--- config.mk ---
export PLATFORM = sky130hd
export DESIGN_NAME = source_streamer
export DESIGN_NICKNAME = d
export VERILOG_FILES = /design/src/rtl/source_streamer_pkg.sv /design/src/rtl/source_streamer_line_tracker.sv /design/src/rtl/source_streamer.sv
export SDC_FILE = /design/constraint.sdc
export NUM_CORES = 1
export LEC_CHECK = 0
export CORE_AREA = 5 5 113 62
export CTS_BUF_LIST = sky130_fd_sc_hd__clkbuf_2 sky130_fd_sc_hd__clkbuf_4 sky130_fd_sc_hd__clkbuf_8
export DETAILED_ROUTE_END_ITERATION = 6
export DIE_AREA = 0 0 118 67
export GPL_TIMING_DRIVEN = 1
export HOLD_SLACK_MARGIN = 0.03
export PLACE_DENSITY_LB_ADDON = 0.3
export SYNTH_ARGS = -nofsm -noshare
export SYNTH_HDL_FRONTEND = slang
export SYNTH_HIERARCHICAL = 1
export SYNTH_SLANG_ARGS = --single-unit
--- constraint.sdc ---
create_clock -name clk_in -period 2.49 [get_ports clk_in]
set_clock_uncertainty 0.15 [all_clocks]
set_input_delay 0.498 -clock clk_in [delete_from_list [all_inputs] [get_ports clk_in]]
set_output_delay 0.498 -clock clk_in [all_outputs]
set_load 0.03 [all_outputs]
--- src/rtl/source_streamer_pkg.sv ---
// Shared types and character constants for the assembler text streamer.
// Line classification lives here so the top and the line tracker agree on it.
package source_streamer_pkg;

  typedef enum logic [1:0] {
    IDLE_ASM,
    PC_MAPPING,
    ASSEMBLING
  } assembler_state_t;

  typedef enum logic [1:0] {
    LINE_BLANK,
    LINE_INSTR,
    LINE_OTHER
  } line_kind_t;

  localparam logic [7:0] CHAR_NL    = 8'h0A;
  localparam logic [7:0] CHAR_CR    = 8'h0D;
  localparam logic [7:0] CHAR_NUL   = 8'h00;
  localparam logic [7:0] CHAR_SPACE = 8'h20;
  localparam logic [7:0] CHAR_TAB   = 8'h09;

  function automatic logic is_alpha(input logic [7:0] c);
    return ((c >= 8'h41) && (c <= 8'h5A)) || ((c >= 8'h61) && (c <= 8'h7A));
  endfunction

endpackage

--- src/rtl/source_streamer_line_tracker.sv ---
// Classifies each line by its first non-blank character and owns the byte pc.
// pc advances by 4 when an instruction line ends.
module source_streamer_line_tracker
  import source_streamer_pkg::*;
#(
  parameter int  NUMBER_LINES = 256,
  localparam int PC_W         = $clog2(NUMBER_LINES) + 2
) (
  input  logic            clk_in,
  input  logic            rst_in,
  input  logic [7:0]      char,
  input  logic            char_valid,
  input  logic            line_end,
  input  logic            pass_restart,
  output logic [PC_W-1:0] pc,
  output logic            overflow
);

  localparam logic [PC_W-1:0] PC_LAST = PC_W'(NUMBER_LINES * 4 - 4);

  line_kind_t kind;
  logic       full;
  logic       is_blank_char;

  assign is_blank_char = (char == CHAR_SPACE) || (char == CHAR_TAB);

  // A line ending at the last pc marks the table full; a further instruction line has no pc left.
  assign overflow = line_end && (kind == LINE_INSTR) && full;

  // NOTE: registers use non-blocking assignments so every branch sees pre-edge values.
  always_ff @(posedge clk_in) begin
    if (rst_in || pass_restart) begin
      pc   <= '0;
      kind <= LINE_BLANK;
      full <= 1'b0;
    end else if (line_end) begin
      kind <= LINE_BLANK;
      if ((kind == LINE_INSTR) && !full) begin
        if (pc == PC_LAST) begin
          full <= 1'b1;
        end else begin
          pc <= pc + PC_W'(4);
        end
      end
    end else if (char_valid && (kind == LINE_BLANK) && !is_blank_char) begin
      kind <= is_alpha(char) ? LINE_INSTR : LINE_OTHER;
    end
  end

endmodule

--- src/rtl/source_streamer.sv ---
// Streams NUL-terminated assembly text from a byte BRAM, one character per handshake,
// twice: a PC_MAPPING pass followed by an ASSEMBLING pass.
module source_streamer
  import source_streamer_pkg::*;
#(
  parameter int  NUMBER_LINES = 256,
  parameter int  TEXT_DEPTH   = 4096,
  parameter int  BRAM_LATENCY = 2,
  localparam int ADDR_W       = $clog2(TEXT_DEPTH),
  localparam int PC_W         = $clog2(NUMBER_LINES) + 2
) (
  input  logic              clk_in,
  input  logic              rst_in,
  input  logic              start_in,
  input  logic              hold_in,
  input  logic              error_in,
  output logic [ADDR_W-1:0] text_addr,
  input  logic [7:0]        text_data,
  output logic              valid_data,
  output logic              new_character,
  output logic [7:0]        character_out,
  output logic              new_line,
  output logic [PC_W-1:0]   pc,
  output assembler_state_t  assembler_state,
  output logic              busy,
  output logic              done,
  output logic              error
);

  localparam int WAIT_W = (BRAM_LATENCY > 1) ? $clog2(BRAM_LATENCY) : 1;
  localparam logic [WAIT_W-1:0] WAIT_LAST = WAIT_W'(BRAM_LATENCY - 1);

  typedef enum logic [2:0] {
    S_IDLE, S_FETCH, S_EMIT, S_GAP, S_NEWLINE, S_PASS_END, S_DONE, S_ERROR
  } state_t;

  state_t            state;
  logic [WAIT_W-1:0] wait_cnt;
  logic              streaming;
  logic              byte_end;
  logic              start_ok;
  logic              line_end;
  logic              char_valid;
  logic              pass_restart;
  logic              overflow;
  logic              go_error;

  assign streaming    = state inside {S_FETCH, S_EMIT, S_GAP, S_NEWLINE, S_PASS_END};
  // The last BRAM byte doubles as a terminator so the address never wraps.
  assign byte_end     = (text_data == CHAR_NUL) || (text_addr == ADDR_W'(TEXT_DEPTH - 1));
  assign start_ok     = start_in && !hold_in && ((state == S_IDLE) || (state == S_DONE));
  assign line_end     = ((state == S_NEWLINE) || (state == S_PASS_END)) && !hold_in && !error_in;
  assign char_valid   = (state == S_EMIT) && !hold_in && !error_in;
  assign pass_restart = start_ok ||
                        ((state == S_PASS_END) && (assembler_state == PC_MAPPING) && !hold_in && !error_in);
  assign go_error     = streaming && (error_in || overflow);

  source_streamer_line_tracker #(
    .NUMBER_LINES(NUMBER_LINES)
  ) u_line_tracker (
    .clk_in      (clk_in),
    .rst_in      (rst_in),
    .char        (character_out),
    .char_valid  (char_valid),
    .line_end    (line_end),
    .pass_restart(pass_restart),
    .pc          (pc),
    .overflow    (overflow)
  );

  always_ff @(posedge clk_in) begin
    if (rst_in) begin
      state           <= S_IDLE;
      wait_cnt        <= '0;
      text_addr       <= '0;
      character_out   <= '0;
      valid_data      <= 1'b0;
      new_character   <= 1'b0;
      new_line        <= 1'b0;
      assembler_state <= IDLE_ASM;
      busy            <= 1'b0;
      done            <= 1'b0;
      error           <= 1'b0;
    end else if (go_error) begin
      state           <= S_ERROR;
      valid_data      <= 1'b0;
      new_character   <= 1'b0;
      new_line        <= 1'b0;
      assembler_state <= IDLE_ASM;
      busy            <= 1'b0;
      done            <= 1'b0;
      error           <= 1'b1;
    end else if (!hold_in) begin
      case (state)
        S_IDLE, S_DONE: begin
          if (start_ok) begin
            state           <= S_FETCH;
            wait_cnt        <= '0;
            text_addr       <= '0;
            valid_data      <= 1'b1;
            assembler_state <= PC_MAPPING;
            busy            <= 1'b1;
          end
        end
        S_FETCH: begin
          // text_data is sampled on the BRAM_LATENCY-th edge after text_addr changes.
          if (wait_cnt != WAIT_LAST) begin
            wait_cnt <= wait_cnt + 1'b1;
          end else begin
            wait_cnt <= '0;
            if (byte_end) begin
              state      <= S_PASS_END;
              valid_data <= 1'b0;
              done       <= (assembler_state == ASSEMBLING);
            end else if (text_data == CHAR_NL) begin
              state    <= S_NEWLINE;
              new_line <= 1'b1;
            end else if (text_data == CHAR_CR) begin
              text_addr <= text_addr + 1'b1;
            end else begin
              state         <= S_EMIT;
              new_character <= 1'b1;
              character_out <= text_data;
            end
          end
        end
        S_EMIT: begin
          state         <= S_GAP;
          new_character <= 1'b0;
        end
        S_GAP: begin
          state     <= S_FETCH;
          text_addr <= text_addr + 1'b1;
        end
        S_NEWLINE: begin
          state     <= S_FETCH;
          new_line  <= 1'b0;
          text_addr <= text_addr + 1'b1;
        end
        S_PASS_END: begin
          done <= 1'b0;
          if (assembler_state == PC_MAPPING) begin
            state           <= S_FETCH;
            text_addr       <= '0;
            valid_data      <= 1'b1;
            assembler_state <= ASSEMBLING;
          end else begin
            state           <= S_DONE;
            assembler_state <= IDLE_ASM;
            busy            <= 1'b0;
          end
        end
        S_ERROR: begin
        end
      endcase
    end
  end

endmodule
Word-level counts from Yosys, hierarchy flattened
Index checks and enable logic that the tools add are counted.

word-level totals
  output and inout port bits = 38
  input bits = 13
  logic and storage cells = 155
  register bits after elaboration = 45

cells by class
  $lt $le $gt $ge = 4
  equal/unequal tests = 29
  bitwise gates (word level) = 6
  multiplexer cells = 42
  add/subtract/negate cells = 3
  reduce and logical (&&, ||, !) cells = 57

operator list
  cell                                                 number
  2-to-1 mux 12 bit                                    6
  one-hot mux 12 bit (4 select lines)                  1
  equality test 8 x 4 -> 1 bit, second input constant  3
  2-to-1 mux 3 bit                                     8
  logical AND 1 bit                                    17
  >= comparator 8 x 7 -> 1 bit, second input constant  2
  <= comparator 8 x 7 -> 1 bit, second input constant  2
  2-to-1 mux 1 bit                                     16
  one-hot mux 3 bit (5 select lines)                   1
  != test 2 bit, second input constant                 7
  adder 12 x 1 -> 12 bit, second input constant        1
  equality test 12 bit, second input constant          1
  AND reduction 4 bit                                  3
  AND reduction 6 bit                                  2
  adder 10 x 3 -> 10 bit, second input constant        1
  equality test 10 bit, second input constant          1
  one-hot mux 1 bit (2 select lines)                   5
  AND reduction 5 bit                                  2
  nonzero test 2 bit                                   5
  equality test 3 bit, second input constant           3
  AND reduction 3 bit                                  3
  AND reduction 9 bit                                  1
  equality test 8 x 6 -> 1 bit, second input constant  1
  zero test 8 bit                                      1
  other kinds (22)                                     48

Longest topological paths before layout
Gate-level depths: netlist of the first run.

  word-level depth = 10
  mapped depth = 13
  gate-level depth less buffers = 10

By module
Netlist of the first run, hierarchy kept.

by module, submodules not included
  module                        cells an instance  area each (um^2)  times used  sequential area each (um^2)
  source_streamer               245                1945.6            1           640.6
  source_streamer_line_tracker  71                 609.3             1           220.2

Worst setup path after synthesis of the first run
Ideal clock, no wire load.

  path type = flip-flop to flip-flop
  start = register state[1]
  end = register state[0]
  data arrival time = 2495 ps
  path buffers = 3
  setup time = 91 ps
  data required time = 2249 ps
  clock period less this slack = 2736 ps
  cell stages (with the launch flop) = 14
  slack = -246 ps
  path through = dfxtp_1 buf_4 clkbuf_1 nand2b_1 nor3_1 nand2_1 nor2_1 and2_1 a2bb2oi_1 and2_0 clkbuf_1 o22a_1 nor2_1 a311oi_1

between the ends
  longest elaborated chain between the ends = 10
  elaborated cells on any way between the ends = 28
  classes of those cells = eq/ne: 10; mux: 3; reduce/logical: 15

RTL lines
  item                                             RTL line                            source
  from (decl)                                      source_streamer.sv:37               state_t state;
  from (signal assigned)                           source_streamer.sv:73               state <= S_IDLE;
  from (signal assigned)                           source_streamer.sv:85               state <= S_ERROR;
  from (signal assigned)                           source_streamer.sv:97               state <= S_FETCH;
  equality test 3 bit                              source_streamer.sv:52               assign line_end = ((state == S_NEWLINE) || (state == S_PASS_END)) && !hold_in && !error_in;
  logical OR 1 bit (*)                             source_streamer.sv:52
  logical AND 1 bit (*) (2 in a row)               source_streamer.sv:52
  via line_end                                     source_streamer.sv:42               logic line_end;
  logical AND 1 bit (*) (2 in a row)               source_streamer_line_tracker.sv:28  assign overflow = line_end && (kind == LINE_INSTR) && full;
  via overflow                                     source_streamer.sv:45               logic overflow;
  logical OR 1 bit (*)                             source_streamer.sv:56               assign go_error = streaming && (error_in || overflow);
  logical AND 1 bit (*)                            source_streamer.sv:56
  != test 5 bit (no line) (tied with other cells)  --
  AND reduction 5 bit (no line)                    --

The timed path passes the listed nets; every way through them passes the cells marked *. The select of a mux whose other input is x is not followed.
A chain may end at the register's enable or synchronous reset.

Worst setup path in the final report of the first run
  start = input text_data[7]
  end = register state[1]

between the ends
  longest elaborated chain between the ends = 7
  elaborated cells on any way between the ends = 12
  classes of those cells = eq/ne: 3; mux: 6; reduce/logical: 3

RTL lines
  item                                                             RTL line                                       source
  from (decl)                                                      source_streamer.sv:18                          input logic [7:0] text_data,
  equality test 8 x 4 -> 1 bit or zero test 8 bit (tied branches)  source_streamer.sv:115, source_streamer.sv:50
  2-to-1 mux 3 bit or logical OR 1 bit (tied branches)             source_streamer.sv:115, source_streamer.sv:50
  2-to-1 mux 3 bit                                                 source_streamer.sv:111                         if (byte_end) begin
  2-to-1 mux 3 bit                                                 source_streamer.sv:107                         if (wait_cnt != WAIT_LAST) begin
  one-hot mux 3 bit (5 select lines)                               source_streamer.sv:94                          case (state)
  2-to-1 mux 3 bit                                                 source_streamer.sv:93                          end else if (!hold_in) begin
  2-to-1 mux 3 bit                                                 source_streamer.sv:84                          end else if (go_error) begin
  to (signal assigned)                                             source_streamer.sv:85
  to (signal assigned)                                             source_streamer.sv:97
  to (signal assigned)                                             source_streamer.sv:112                         state <= S_PASS_END;

Parallel ways exist; a longest one is shown, timed or not. The select of a mux whose other input is x is not followed.

==> impl_metrics.py, run 1 <==
metrics = {
    "worst_setup_path": {
        "ff2ff_path_depth": 8,
        "slowest_delay_ns": 0.47,
        "crit_chain": "clkdlybuf4s50_1 -> nor4_4 -> nand4_1 -> o31ai_1 -> nand2_1 -> a311oi_1",
        "worstPathMaxFanout": 4,
        "cp-end-kind": "register",
        "crit_type": "in2reg",
        "cp_slowest_cell": "clkdlybuf4s50_1",
        "r2r_end": "u_line_tracker/kind[0]",
        "rrSetupSlack_ns": 0.14,
        "cp.arrival_ns": 2.48,
        "critPathBufInv": 1,
        "start_kind": "input port",
        "cp_top_family": "simple AND/OR/NAND/NOR gates",
        "timing.rr.start": "state[2]",
        "cp.required_ns": 2.55,
    },
    "floorplan": {
        "initial_core_util_pct": 43.63,
        "io_pins": 51,
        "die_area_um2": 7906,
        "die_h_um": 67,
        "dieWidth_um": 118,
        "fp.coreArea_um2": 5856,
        "rows": 20,
    },
    "timing": {
        "holdWs_ns": 0.3334,
        "fin_crit_ns": 2.420,
        "hold_viol_final": 0,
        "slew-limit-headroom_pct": 53.82,
        "slew_viol_final": 0,
        "rsz0062_at_grt": "no",
        "worst_slew_pin_slew_ns": 0.6753,
        "final-setup-viol-count": 0,
        "max_freq_mhz": 413.3,
        "min_period_over_period_pct": 97.17,
        "fin_tns_setup_ns": 0,
    },
    "cts": {
        "cts.path.max_buffers": 2,
        "root_buffer": "clkbuf_8",
        "cts_tree": "yes",
        "htreeDepth": 2,
        "clk_pin_slew_ns": 0.09,
        "insertion_delay_ns": 0.31,
        "numCtsBuffers": 5,
        "tritoncts_num_sinks": 43,
    },
    "synthesis": {
        "synthFlopType": "dfxtp_1",
        "yosysTopAreaCell": "dfxtp_1",
        "ys_types": 67,
        "yosysWarnings": 6,
        "yosys-top-cells-area": "dfxtp_1 (34%), nand3_1 (4.7%), a21oi_1 (4.5%), nor2_1 (4.0%), o21ai_0 (3.3%)",
        "async_reset_ff_share_pct": 0,
        "yosys.area.top_type_share_pct": 33.69,
        "syn_avg_cell_area_um2": 8.085,
        "ys_ff_latch": 43,
        "syn_inst": 316,
        "ys_seq_area_share_pct": 33.69,
        "synth-edff-count": 0,
        "synthesis.area_um2": 2555,
    },
    "grt": {
        "grt_pass1_wl_um": 13260,
        "antenna_found_initial": 0,
        "grt_usage_pct": 20.86,
        "grt_pass1_vias": 2565,
        "grt_max_degree": 27,
        "grt_remaining_overflow": 0,
    },
    "power": {
        "total_power_uw": 2703,
        "cellPowerDensity_nw_per_um2": 778.3,
        "power_leakage_uw": 0.001210,
        "ir_worst_vdd_mv": 0.3955,
    },
    "worst_hold_path": {
        "worstHoldPathCells": 2,
        "holdPathEnd": "busy",
        "hold_class": "reg2reg",
        "worstHoldStart": "busy",
    },
    "layout": {
        "mostFrequentLayoutCells": "clkdlybuf4s50_1 (46), dfxtp_1 (43), buf_4 (37), nor2_1 (27), nand3_1 (24)",
        "nNetsFinal": 405,
        "antenna_cells": 0,
        "instances_no_fill": 468,
        "utilization_pct": 59.32,
        "area_growth_pct": 35.95,
        "drive_above_1_share_pct": 16.37,
        "final_common_cell": "clkdlybuf4s50_1",
    },
    "drt": {
        "detail-route-antenna-nets": 0,
        "viasPerCell": 6.045,
        "drc_errors": 0,
        "routed-via-count": 2829,
        "routed_wl_um": 8242,
        "drt_first_pass_iters": 5,
        "initialDrtViolationCount": 366,
        "wl_per_cell_um": 17.61,
    },
    "placed_design": {
        "dpl.cell_count": 457,
        "gp_congestion": 0.9124,
        "io_buffer_count": 48,
        "dp_hpwl_um": 6126,
    },
    "run": {
        "maxCapViolations": 0,
    },
    "run_status": {
        "outcome": "complete, no violations",
    },
}
## synth_stat cells (all sizes together), types with 6 or more instances
cell type  instances
nand3             24
o21ai             18
buf                9
dfxtp             43
nand2             20
nor4               6
nor2              27
nor3              16
clkbuf            11
a32o               8
o211ai             7
and2               6
a21oi             23
inv                6
and3               7
nor3b              6
## logic make-up after synthesis
family                     Yosys count  synth area share, %
adders and majority gates            2               0.9793
AOI/OAI and AO/OA                   90                24.98
muxes                                1               0.3918
xor gates and xnor gates             6                2.057
and+or+nand+nor                    146                32.66
DFF                                 43                33.69
buffers and inverters               27                5.093
other                                1               0.1468
## per-layer routing
| metal | vias up | global-route usage [%] | part of all wire (%) |
|---|---|---|---|
| met2 | 171 | 27.39 | 38 |
| met5 | - | 0.6944 | 0 |
| met4 | 0 | 4.149 | 0.58 |
| met1 | 1307 | 32.30 | 50 |
| met3 | 8 | 6.277 | 12 |
| li1 | 1343 | - | - |
## worst max path at each step
stage,from,to,slack (ns),cells past startpoint
after detailed placement,hold_in,text_addr[8],-0.41,11
after global placement,hold_in,text_addr[2],-0.34,10
after floorplan,state[1],state[0],0.02,13
after CTS,text_data[4],new_line,0.01,6
after global routing,text_data[7],new_line,0.009,6
final,text_data[7],state[1],0.07,6
## through the flow
stage | instance area [um^2] | setup WS (ns)
after CTS | 3458 | 0.01032
after detailed placement | 3318 | -0.4089
after global routing | 3473 | 0.009399
final | 3473 | 0.07049
after floorplan | 2572 | 0.02093
after global placement | 3318 | -0.3419
## power breakdown
| group | switching (uW) | internal (uW) |
|---|---|---|
| clock | 261 | 325 |
| combinational | 771 | 552 |
| sequential | 53.1 | 740 |
| total | 1090 | 1620 |
## worst min-delay path, cell delays in order, from the launching register on
cell	delay (ns)
dfxtp_1	0.32
o21ai_0	0.07
a21oi_1	0.06
## flip-flops by register name (all words and copies together), names as in the netlist
signal and count:
assembler_state 2, new_line 1, u_line_tracker/pc 8, valid_data 1
state 3, u_line_tracker/full 1, u_line_tracker/kind 2, wait_cnt 1
text_addr 12, character_out 8, busy 1, done 1
error 1, new_character 1
## layout make-up
type / count / area, um^2
inverters: 7 / 26.28
flip-flops and latches: 43 / 860.8
fillers: 550 / 2382
repair buffers: 86 / 775.7
multi-input cells: 247 / 1597
clock inverters: 2 / 35.03
well taps: 77 / 96.34
clock buffers: 6 / 82.58
## repair_timing
item | in CTS | in global routing
gates resized for setup | 3 | 2
endpoints found under the hold margin | 0 | 0
hold buffers | 0 | 0
setup buffers | 3 | 0
endpoints found under the setup margin | 8 | 13
pin swaps | 2 | 1
Note: power is estimated with default switching activity, not from simulation.
==> run 2: changes to the inputs <==
--- a/config.mk
+++ b/config.mk
@@ -5,13 +5,14 @@
 export SDC_FILE = /design/constraint.sdc
 export NUM_CORES = 1
 export LEC_CHECK = 0
+export ABC_AREA = 0
 export CORE_AREA = 5 5 113 62
 export CTS_BUF_LIST = sky130_fd_sc_hd__clkbuf_2 sky130_fd_sc_hd__clkbuf_4 sky130_fd_sc_hd__clkbuf_8
 export DETAILED_ROUTE_END_ITERATION = 6
 export DIE_AREA = 0 0 118 67
 export GPL_TIMING_DRIVEN = 1
 export HOLD_SLACK_MARGIN = 0.03
-export PLACE_DENSITY_LB_ADDON = 0.3
+export PLACE_DENSITY_LB_ADDON = 0.15
 export SYNTH_ARGS = -nofsm -noshare
 export SYNTH_HDL_FRONTEND = slang
 export SYNTH_HIERARCHICAL = 1
==> run 2 against run 1 <==
Critical path depth increased by 5. Largest power group unchanged. Combinational power about the same. Sequential power about the same. First-iteration DRC count decreased by 22%. Largest cell class unchanged. Sequential share of layout area decreased by 0.45 points. Worst hold slack improved by 0.018 ns. Clock power decreased by 1%. Critical path type is now reg2reg. Global-route usage increased by 0.65 points. Setup slack improved by 0.033 ns. Final cell count increased by 1.1%. Via count increased by 1.4%.
==> impl_metrics.py, run 2 (synthesized netlist as in run 1, its figures left out) <==
metrics = {
    "cts": {
        "htreeDepth": 2,
        "numCtsBuffers": 5,
        "tritoncts_num_sinks": 43,
        "cts.path.max_buffers": 2,
        "insertion_delay_ns": 0.31,
        "cts_tree": "yes",
        "root_buffer": "clkbuf_8",
        "clk_pin_slew_ns": 0.09,
    },
    "drt": {
        "drc_errors": 0,
        "viasPerCell": 6.068,
        "wl_per_cell_um": 17.65,
        "routed-via-count": 2870,
        "initialDrtViolationCount": 287,
        "routed_wl_um": 8350,
        "detail-route-antenna-nets": 0,
        "drt_first_pass_iters": 5,
    },
    "layout": {
        "regMostFlops": "text_addr",
        "mostFrequentLayoutCells": "clkdlybuf4s50_1 (46), dfxtp_1 (43), buf_4 (41), nor2_1 (26), nand3_1 (24)",
        "final_common_cell": "clkdlybuf4s50_1",
        "reg_top3": "text_addr: 12 flops, character_out: 8 flops, u_line_tracker/pc: 8 flops",
        "area_growth_pct": 38.44,
        "largest_reg_flops": 12,
        "nNetsFinal": 410,
        "antenna_cells": 0,
        "final_cell_area_um2": 3537,
        "utilization_pct": 60.41,
        "drive_above_1_share_pct": 18.18,
    },
    "worst_setup_path": {
        "worstPathMaxFanout": 8,
        "start_kind": "register",
        "cp.arrival_ns": 2.46,
        "crit_type": "reg2reg",
        "cp-end-kind": "register",
        "crit_start": "state[1]",
        "timing.rr.start": "state[1]",
        "cp.required_ns": 2.57,
    },
    "run": {
        "maxCapViolations": 0,
    },
    "floorplan": {
        "die_h_um": 67,
        "fp.coreArea_um2": 5856,
        "initial_core_util_pct": 43.63,
        "dieWidth_um": 118,
        "rows": 20,
        "die_area_um2": 7906,
        "io_pins": 51,
    },
    "placed_design": {
        "io_buffer_count": 48,
        "place_area_um2": 3383,
        "gp_congestion": 0.9010,
        "dp_hpwl_um": 6245,
        "place_ws_ns": -0.3509,
    },
    "grt": {
        "grt_pass1_wl_um": 13520,
        "antenna_found_initial": 0,
        "grt_max_degree": 27,
        "grt_remaining_overflow": 0,
        "grt_usage_pct": 21.51,
        "grt_pass1_vias": 2573,
    },
    "timing": {
        "min_period_over_period_pct": 95.85,
        "fin_ws_ns": 0.1034,
        "final-setup-viol-count": 0,
        "hold_viol_final": 0,
        "fin_crit_ns": 2.387,
        "slew-limit-headroom_pct": 60.31,
        "slew_viol_final": 0,
        "max_freq_mhz": 419.0,
        "worst_slew_pin_slew_ns": 0.5871,
    },
    "power": {
        "power_leakage_uw": 0.001252,
        "cellPowerDensity_nw_per_um2": 769.8,
        "ir_worst_vdd_mv": 0.3995,
    },
    "worst_hold_path": {
        "hold_class": "reg2reg",
        "worstHoldStart": "busy",
    },
    "run_status": {
        "outcome": "complete, no violations",
    },
}
[run 2: cell count changes in the layout (fill, tap and decap cells not counted), sizes merged]
cell	change
dlymetal6s2s	+2
dlygate4sd2	-2
buf	+5
[run 2: final timing paths]
| path | end | slack [ns] | cells after the start |
|---|---|---|---|
| setup / recovery | character_out[7] | 0.10 | 11 |
| hold / removal | busy | 0.35 | 2 |
| setup reg to reg | character_out[7] | 0.10 | 11 |
| hold reg to reg | busy | 0.35 | 2 |
[run 2: through the flow]
| step | cells | hold WS, ns | setup TNS (ns) | power, uW |
|---|---|---|---|---|
| floorplan | 317 | 0.3014 | 0 | 1609 |
| global placement | 464 | 0.3100 | -7.612 | 2095 |
| detailed placement | 464 | 0.3473 | -8.657 | 2105 |
| CTS | 472 | 0.3588 | -0.1080 | 2686 |
| global route | 473 | 0.3831 | -0.02595 | 2872 |
| finish | 473 | 0.3514 | 0 | 2723 |
[run 2: cell type report]
class	count	area, um^2
fillers	547	2318
multi-input cells	247	1603
flip-flops and latches	43	860.8
repair buffers	91	833.3
well taps	77	96.34
clock buffers	6	82.58
clock inverters	2	35.03
inverters	7	26.28
[run 2: worst max-delay path, cell delays in order (launching register included)]
cell and delay [ns]:
dfxtp_1 0.31, nand2b_1 0.18, nor3_2 0.21, nand2_1 0.09
nor2_2 0.11, and2_1 0.15, a2bb2oi_2 0.20, buf_4 0.14
nand2_1 0.13, nand4_1 0.28, o21ai_0 0.14, a21oi_1 0.20
[run 2: timing repair]
| action | 4_1_cts | 5_1_grt |
|---|---|---|
| hold buffers | 0 | 0 |
| pin swaps | 0 | 6 |
| setup buffers | 0 | 1 |
| resized for setup | 1 | 9 |
| setup endpoints to repair | 8 | 30 |
[run 2: where the power goes]
part	leakage [uW]	total (uW)	internal, uW	switching [uW]
Sequential	0.000348	792	740	51.7
Combinational	0.000843	1350	580	771
Clock	0.0000612	580	325	256
Total	0.00125	2720	1650	1080
[run 2: metal layers]
layer | vias up | wire (um) | share of wire (%) | global-route usage, %
met5 | - | 0 | 0 | 0
met4 | 0 | 78 | 0.93 | 5.436
met3 | 8 | 908 | 11 | 6.192
met2 | 156 | 3214 | 38 | 28.59
met1 | 1348 | 4149 | 50 | 32.89
li1 | 1358 | - | - | -
==> run 3: changes to the inputs <==
--- a/config.mk
+++ b/config.mk
@@ -8,6 +8,7 @@
 export ABC_AREA = 0
 export CORE_AREA = 5 5 113 62
 export CTS_BUF_LIST = sky130_fd_sc_hd__clkbuf_2 sky130_fd_sc_hd__clkbuf_4 sky130_fd_sc_hd__clkbuf_8
+export CTS_CLUSTER_SIZE = 16
 export DETAILED_ROUTE_END_ITERATION = 6
 export DIE_AREA = 0 0 118 67
 export GPL_TIMING_DRIVEN = 1
==> results of run 3 <==
Same layout as run 2: the final DEF is identical, and so are final timing and power.
